$ cat src/rtl/sip_step_scheduler.sv
// Time-step scheduler for the synaptic input processor. For each step it takes one frame,
// scans every synapse through the SIP, flushes, and records the neuron spike.
module sip_step_scheduler #(
  parameter int unsigned N_SYN   = 16,
  parameter int unsigned SEL_W   = 4,
  parameter int unsigned N_STEPS = 8,
  parameter int unsigned CNT_W   = 4
) (
  input  logic               clock,
  input  logic               reset,
  input  logic               start,
  input  logic               abort,
  input  logic               frame_valid,
  output logic               frame_ready,
  input  logic [N_SYN-1:0]   frame_spike,
  input  logic [N_SYN-1:0]   frame_ein,
  output logic               sip_write,
  output logic [SEL_W-1:0]   sip_select,
  output logic [N_SYN-1:0]   sip_spike_in,
  output logic [N_SYN-1:0]   sip_ein,
  output logic               sip_flush,
  input  logic               sip_spike,
  output logic               busy,
  output logic               done,
  output logic [SEL_W-1:0]   step_idx,
  output logic [N_STEPS-1:0] spike_train,
  output logic [CNT_W-1:0]   spike_count
);

  typedef enum logic [2:0] {S_IDLE, S_LOAD, S_SCAN, S_FLUSH, S_DONE} state_e;

  state_e             state_q, state_d;
  logic               ready_q, ready_d;
  logic               write_q, write_d;
  logic [SEL_W-1:0]   sel_q, sel_d;
  logic [N_SYN-1:0]   spike_in_q, spike_in_d;
  logic [N_SYN-1:0]   ein_q, ein_d;
  logic               flush_q, flush_d;
  logic               busy_q, busy_d;
  logic               done_q, done_d;
  logic [SEL_W-1:0]   step_q, step_d;
  logic [N_STEPS-1:0] train_q, train_d;
  logic [CNT_W-1:0]   count_q, count_d;

  // Outputs are registered alongside the state, so each is derived from the next state.
  always_comb begin
    state_d    = state_q;
    ready_d    = 1'b0;
    write_d    = 1'b0;
    sel_d      = '0;
    spike_in_d = spike_in_q;
    ein_d      = ein_q;
    flush_d    = 1'b0;
    done_d     = 1'b0;
    step_d     = step_q;
    train_d    = train_q;
    count_d    = count_q;

    unique case (state_q)
      S_IDLE: begin
        if (start) begin
          state_d = S_LOAD;
          ready_d = 1'b1;
          step_d  = '0;
          train_d = '0;
          count_d = '0;
        end
      end
      S_LOAD: begin
        if (frame_valid && ready_q) begin
          state_d    = S_SCAN;
          write_d    = 1'b1;
          spike_in_d = frame_spike;
          ein_d      = frame_ein;
        end else begin
          ready_d = 1'b1;
        end
      end
      S_SCAN: begin
        if (sel_q == SEL_W'(N_SYN - 1)) begin
          state_d = S_FLUSH;
          flush_d = 1'b1;
        end else begin
          write_d = 1'b1;
          sel_d   = sel_q + SEL_W'(1);
        end
      end
      S_FLUSH: begin
        for (int unsigned k = 0; k < N_STEPS; k++) begin
          if (step_q == SEL_W'(k)) train_d[k] = sip_spike;
        end
        if (sip_spike && (count_q != '1)) count_d = count_q + CNT_W'(1);
        if (step_q == SEL_W'(N_STEPS - 1)) begin
          state_d = S_DONE;
          done_d  = 1'b1;
        end else begin
          state_d = S_LOAD;
          ready_d = 1'b1;
          step_d  = step_q + SEL_W'(1);
        end
      end
      S_DONE: state_d = S_IDLE;
      default: state_d = S_IDLE;
    endcase

    // Abort overrides the whole step: nothing is latched, sampled or cleared this edge.
    if (abort) begin
      state_d    = S_IDLE;
      ready_d    = 1'b0;
      write_d    = 1'b0;
      sel_d      = '0;
      flush_d    = 1'b0;
      done_d     = 1'b0;
      spike_in_d = spike_in_q;
      ein_d      = ein_q;
      step_d     = step_q;
      train_d    = train_q;
      count_d    = count_q;
    end

    busy_d = (state_d != S_IDLE);
  end

  always_ff @(posedge clock or negedge reset) begin
    if (!reset) begin
      state_q    <= S_IDLE;
      ready_q    <= 1'b0;
      write_q    <= 1'b0;
      sel_q      <= '0;
      spike_in_q <= '0;
      ein_q      <= '0;
      flush_q    <= 1'b0;
      busy_q     <= 1'b0;
      done_q     <= 1'b0;
      step_q     <= '0;
      train_q    <= '0;
      count_q    <= '0;
    end else begin
      state_q    <= state_d;
      ready_q    <= ready_d;
      write_q    <= write_d;
      sel_q      <= sel_d;
      spike_in_q <= spike_in_d;
      ein_q      <= ein_d;
      flush_q    <= flush_d;
      busy_q     <= busy_d;
      done_q     <= done_d;
      step_q     <= step_d;
      train_q    <= train_d;
      count_q    <= count_d;
    end
  end

  assign frame_ready  = ready_q;
  assign sip_write    = write_q;
  assign sip_select   = sel_q;
  assign sip_spike_in = spike_in_q;
  assign sip_ein      = ein_q;
  assign sip_flush    = flush_q;
  assign busy         = busy_q;
  assign done         = done_q;
  assign step_idx     = step_q;
  assign spike_train  = train_q;
  assign spike_count  = count_q;

endmodule

$ cat config.mk
export PLATFORM = sky130hd
export DESIGN_NAME = sip_step_scheduler
export DESIGN_NICKNAME = d
export VERILOG_FILES = /design/src/rtl/sip_step_scheduler.sv
export SDC_FILE = /design/constraint.sdc
export NUM_CORES = 1
export LEC_CHECK = 0
export BUFFER_PORTS_ARGS = -buffer_cell sky130_fd_sc_hd__buf_2
export CAP_MARGIN = 30
export CORE_MARGIN = 1
export CORE_UTILIZATION = 52
export DETAILED_ROUTE_END_ITERATION = 12
export PLACE_DENSITY = 0.83
export SYNTH_ARGS = -nofsm -noshare
export SYNTH_HDL_FRONTEND = slang
export SYNTH_SLANG_ARGS = --single-unit
$ cat constraint.sdc
create_clock -name clock -period 3.9 [get_ports clock]
set_input_delay 0.39 -clock clock [delete_from_list [all_inputs] [get_ports clock]]
set_output_delay 0.39 -clock clock [all_outputs]
set_load 0.1 [all_outputs]
==> results.cfg, run 1 <==
[setup_path]
reg2reg_depth = 3
cpPeakStageDelay_ns = 0.92
crit_buf_inv = 0
critPathLaunchType = flop
crit_chain = nor4bb_1 > nand2_1 > o21ai_0
critPathKind = flop to flop
r2r-start = state_q[0]$_DFF_PN0_
reg2reg_to = spike_train[4]$_DFFE_PN0P_
critical_path_required_ns = 4.13
slowest_stage = nor4bb_1
crit_family = simple AND/OR/NAND/NOR gates
reg2reg_slack_ns = 1.69
cp-end-kind = flop
critPathArrivalTime_ns = 2.43
critPathMaxFanout = 13

[timing]
maxSlewViolCount = 0
setup_viol = 0
skew_ns = 0.00454
rsz0062_at_grt = false
fmax_mhz = 453
hold_viol_final = 0
period_minus_slack_ns = 2.21
finalCritPeriodShare_pct = 56.5
setup_tns_ns = 0
fin_ws_ns = 1.69
worst-slew-pin-transition_ns = 1.00
slew_headroom_pct = 32.3

[yosys]
synth-main-ff-cell = dfrtp_1
yosysTopAreaCell = dfrtp_1
yosysSeqAreaShare_pct = 57.8
synth_edf_count = 0
synth.net_count = 251
syn_inst = 207
synth-seq-cells = 60
synth_top_area_share_pct = 57.8
synth_area_per_cell_um2 = 12.5
yosys_warnings = 0
synth_area_leaders = dfrtp_1, mux2_1, mux2_2, o21ai_0, ha_1
synth_area_um2 = 2600
synth_async_sr_flop_share_pct = 100
synthDistinctLibCells = 37

[clock_tree]
clock-root-buffer = clkbuf_8
cts-hold-fix-buffers = 0
cts_tree = built
clk_path_buf_depth = 2
cts.clk_slew.worst_paths_ns = 0.06
clk_latency_ns = 0.32
cts_buffers = 9
ctsResizeCount = 0
h-tree-depth = 3
cts_sinks = 60
post_cts_buffers = 0

[die]
chipWidth_um = 72.7
pin_count = 95
initial_core_util_pct = 54.6
rows = 25
die_height_um = 72.7
core_area_um2 = 4750
die_area_um2 = 5280

[routing]
antenna_left = 0
drc = 0
routed_wl_um = 5200
routed-via-count = 1935
initialDrtViolationCount = 70
vias_per_cell = 5.12
wl_per_cell_um = 13.8
drt_first_pass_iters = 5

[final_layout]
antenna_cells = 0
final_util_pct = 69.7
register_area_um2 = 1500
drive_gt1_share_pct = 41.5
final_area_um2 = 3320
nNetsFinal = 350
multi_input_area_um2 = 1010
final_cell_mix = buf_2, dfrtp_1, o21ai_0, mux2_1
final_common_cell = buf_2
areaGrowthSynthToFinish_pct = 27.6
fillCellCount = 350

[power_and_ir_drop]
p_switching_mw = 1.19
p_int_mw = 1.26
swShare_pct = 48.5
power_density_nw_per_um2 = 737
combPwrFrac_pct = 43.4
peakVddDrop_uv = 354
p_total_mw = 2.44
power.leakage_nw = 1.72
p_seq_share_pct = 32.0
p_clk_share_pct = 24.6

[global_routing]
grt_overflow = 0
antenna_found_initial = 0
grt_start_max_net_pins = 35
grtUsageTotal_pct = 21.1
grt_pass1_vias = 1846
grt_pass1_wl_um = 8300

[place]
hpwlAfterDp_um = 3860
gp_congestion = 0.777
place_area_um2 = 3100
numPortBuffers = 94
post-place-ws_ns = 1.75

[outcome]
status = finished clean

[run]
drv_cap = 0

[hold_path]
hp-class = input pin to asynchronous set/reset pin
per-layer routing:
layer	up-vias	part of all wire (%)	track usage, %
li1	927	-	-
met1	915	42	25.4
met2	82	49	34.4
met3	11	7.2	6.35
met4	0	1.9	10.9
met5	-	0	0
power groups by stage:
stage          Sequential, mW  Clock [mW]  Combinational (mW)
2_1_floorplan            1.58           0               0.103
3_3_place_gp            0.790           0                1.06
3_5_place_dp            0.796           0                1.07
4_1_cts                 0.784       0.614                1.07
5_1_grt                 0.797       0.640                1.10
6_report                0.783       0.600                1.06
state kept, by name, summed over array words and instances (netlist names):
| name | cells |
|---|---|
| spike_count | 4 |
| sip_ein | 16 |
| sip_flush | 1 |
| sip_spike_in | 16 |
| state_q | 3 |
| busy | 1 |
| frame_ready | 1 |
| sip_select | 4 |
| done | 1 |
| spike_train | 8 |
| sip_write | 1 |
| step_idx | 4 |
worst max path at each step:
stage | depth (start not counted) | start | end | slack (ns)
after floorplan | 4 | frame_ready$_DFF_PN0_ | sip_ein[11]$_DFFE_PN0P_ | 1.81
final | 3 | state_q[0]$_DFF_PN0_ | spike_train[4]$_DFFE_PN0P_ | 1.69
after detailed placement | 3 | state_q[0]$_DFF_PN0_ | spike_train[4]$_DFFE_PN0P_ | 1.75
after global routing | 3 | state_q[0]$_DFF_PN0_ | spike_train[1]$_DFFE_PN0P_ | 1.44
after CTS | 3 | state_q[0]$_DFF_PN0_ | spike_train[4]$_DFFE_PN0P_ | 1.75
after global placement | 3 | state_q[0]$_DFF_PN0_ | spike_train[1]$_DFFE_PN0P_ | 1.83
kinds of logic (layout without fill, tap and decap cells):
logic type / count (synthesis) / count (layout) / synth area share, %
xor+xnor: 3 / 3 / 1.01
buf+inv: 14 / 118 / 3.47
flops: 60 / 60 / 57.8
fa+ha+maj: 6 / 6 / 2.89
simple gates: 48 / 48 / 11.0
mux: 35 / 35 / 15.1
compound gates: 41 / 41 / 8.77
layout make-up:
type / instances / share of cell area [%]
Sequential cell: 60 / 45.3
Multi-Input combinational cell: 133 / 30.3
Timing Repair Buffer: 96 / 14.6
Clock buffer: 11 / 4.26
Tap cell: 67 / 2.53
Clock inverter: 5 / 2.26
Inverter: 6 / 0.679
synth_stat cells (2+ instances only):
library cell,n
a21oi_1,12
and2_1,2
buf_6,5
clkbuf_1,3
dfrtp_1,60
ha_1,6
inv_1,6
mux2_1,22
mux2_2,11
mux2i_1,2
nand2_1,7
nand2b_1,2
nand3_1,8
nor2_1,12
nor2b_1,3
nor3_1,2
o21ai_0,22
or2_2,2
xor2_1,2
per-stage QoR:
| step | cells | hold WS (ns) |
|---|---|---|
| after floorplan | 207 | 0.0944 |
| after global placement | 362 | 0.418 |
| after detailed placement | 362 | 0.420 |
| after CTS | 378 | 0.0691 |
| after global routing | 378 | 0.0964 |
| final | 378 | 0.0611 |
No activity file was read; power rests on OpenSTA's default activity.
==> run 2, diff against run 1 <==
--- a/config.mk
+++ b/config.mk
@@ -8,9 +8,9 @@
 export BUFFER_PORTS_ARGS = -buffer_cell sky130_fd_sc_hd__buf_2
 export CAP_MARGIN = 30
 export CORE_MARGIN = 1
-export CORE_UTILIZATION = 52
+export CORE_UTILIZATION = 49
 export DETAILED_ROUTE_END_ITERATION = 12
-export PLACE_DENSITY = 0.83
+export PLACE_DENSITY = 0.79
 export SYNTH_ARGS = -nofsm -noshare
 export SYNTH_HDL_FRONTEND = slang
 export SYNTH_SLANG_ARGS = --single-unit
==> constraint.sdc (replaced) <==
create_clock -name clock -period 2.05 [get_ports clock]
set_input_delay 0.205 -clock clock [delete_from_list [all_inputs] [get_ports clock]]
set_output_delay 0.205 -clock clock [all_outputs]
set_load 0.1 [all_outputs]
==> results.cfg, run 2 (synthesis gave the netlist of run 1 again) <==
[power_and_ir_drop]
peakVddDrop_uv = 654
p_int_mw = 2.25
p_switching_mw = 2.24
swShare_pct = 49.9
power.leakage_nw = 1.72
combPwrFrac_pct = 45.0
p_seq_share_pct = 33.2
power_density_nw_per_um2 = 1350
p_clk_share_pct = 21.9

[timing]
setup_tns_ns = 0
holdWs_ns = 0.103
maxSlewViolCount = 0
hold_viol_final = 0
setup_viol = 0
fmax_mhz = 592
period_minus_slack_ns = 1.69
worst-slew-pin-transition_ns = 0.502
rsz0062_at_grt = false
skew_ns = 0.00903
finalCritPeriodShare_pct = 82.4
slew_headroom_pct = 66.7

[global_routing]
antenna_found_initial = 0
grt.busiest_layer = met2
grtUsageMet3_pct = 4.55
grtUsageTotal_pct = 19.9
use_met1_pct = 26.2
grt_pass1_wl_um = 8280
grt_pass1_vias = 1815
grt_start_max_net_pins = 34
grt_overflow = 0
gr-usage-met2_pct = 30.8

[routing]
routed-via-count = 1929
antenna_left = 0
vias_per_cell = 5.02
drt_first_pass_iters = 4
drc = 0
wl_per_cell_um = 13.3
routed_wl_um = 5120
initialDrtViolationCount = 69

[die]
initial_core_util_pct = 50.9
die_area_um2 = 5600
pin_count = 95
rows = 26
core_area_um2 = 5110
die_height_um = 74.8
chipWidth_um = 74.8

[clock_tree]
clk_path_buf_depth = 2
cts_tree = built
clock-root-buffer = clkbuf_8
cts_buffers = 9
post_cts_buffers = 0
cts.clk_slew.worst_paths_ns = 0.07
cts_sinks = 60
h-tree-depth = 3
clk_latency_ns = 0.32

[setup_path]
reg2reg_to = spike_count[3]$_DFFE_PN0P_
r2r-start = state_q[0]$_DFF_PN0_
reg2reg_depth = 4
critPathLaunchType = flop
critPathMaxFanout = 13
cp-end-kind = flop
critPathArrivalTime_ns = 1.93
critical_path_required_ns = 2.29
critPathKind = flop to flop
reg2reg_slack_ns = 0.36

[final_layout]
final_common_cell = buf_2
final_cell_mix = buf_2, dfrtp_1, o21ai_0, mux2_1, clkbuf_8
areaGrowthSynthToFinish_pct = 28.6
antenna_cells = 0
drive_gt1_share_pct = 42.7
nNetsFinal = 354

[place]
gp_congestion = 0.797
numPortBuffers = 94
hpwlAfterDp_um = 3780

[hold_path]
hold_depth = 2
hp-class = input pin to flop
hold_end = sip_spike_in[8]$_DFFE_PN0P_
min-delay-start = frame_spike[8]

[outcome]
status = finished clean

[run]
drv_cap = 0
-- run 2: cell count changes in the layout (fill, tap and decap cells not counted), sizes merged --
cell,delta
clkinv,-2
clkbuf,+3
bufinv,-2
dlygate4sd3,+1
buf,+3
-- run 2: cell type report --
| cell class | count | area (um2) |
|---|---|---|
| Clock inverter | 1 | 5.00 |
| Clock buffer | 14 | 183 |
| Sequential cell | 60 | 1510 |
| Multi-Input combinational cell | 133 | 1010 |
| Tap cell | 70 | 87.6 |
| Fill cell | 425 | 1770 |
| Timing Repair Buffer | 100 | 531 |
| Inverter | 6 | 22.5 |
-- run 2: worst max-delay path by stage --
stage,end,slack (ns),from,depth (start not counted)
global route,spike_count[3]$_DFFE_PN0P_,0.24,state_q[0]$_DFF_PN0_,4
CTS,spike_count[3]$_DFFE_PN0P_,0.37,state_q[0]$_DFF_PN0_,4
global placement,spike_count[3]$_DFFE_PN0P_,0.43,state_q[0]$_DFF_PN0_,4
floorplan,spike_count[3]$_DFFE_PN0P_,0.04,spike_count[0]$_DFFE_PN0P_,5
detailed placement,spike_count[3]$_DFFE_PN0P_,0.38,state_q[0]$_DFF_PN0_,4
finish,spike_count[3]$_DFFE_PN0P_,0.36,state_q[0]$_DFF_PN0_,4
-- run 2: critical path: stages (launching register included) --
cell	delay, ns
dfrtp_1	0.60
and2_1	0.23
o21ai_2	0.12
or4_1	0.51
a21oi_1	0.16
-- run 2: repair_timing --
action,4_1_cts,5_1_grt
gates resized for setup,0,0
hold buffers,1,0
hold endpoints to repair,11,0
-- run 2: metrics by stage --
stage / cells / instance area [um2] / setup WS, ns / util, % / total power [mW]
2_1_floorplan: 207 / 2600 / 0.0444 / - / 3.21
3_3_place_gp: 368 / 3140 / 0.429 / 61.5 / 3.51
3_5_place_dp: 368 / 3140 / 0.382 / 61.5 / 3.54
4_1_cts: 384 / 3340 / 0.369 / 65.4 / 4.53
5_1_grt: 384 / 3340 / 0.238 / 65.4 / 4.67
6_report: 384 / 3340 / 0.360 / 65.4 / 4.49
-- run 2: power by group through the flow --
| stage | clock [mW] | combinational [mW] | sequential, mW |
|---|---|---|---|
| after detailed placement | 0 | 2.03 | 1.51 |
| final | 0.982 | 2.02 | 1.49 |
| after global placement | 0 | 2.01 | 1.50 |
| after global routing | 1.06 | 2.09 | 1.52 |
| after floorplan | 0 | 0.195 | 3.01 |
| after CTS | 1.00 | 2.03 | 1.49 |
-- run 2: metal layers --
layer / wire length (um) / part of all wire [%]
met2: 2420 / 47
met3: 275 / 5.4
met5: 0 / 0
met4: 63 / 1.2
met1: 2350 / 46
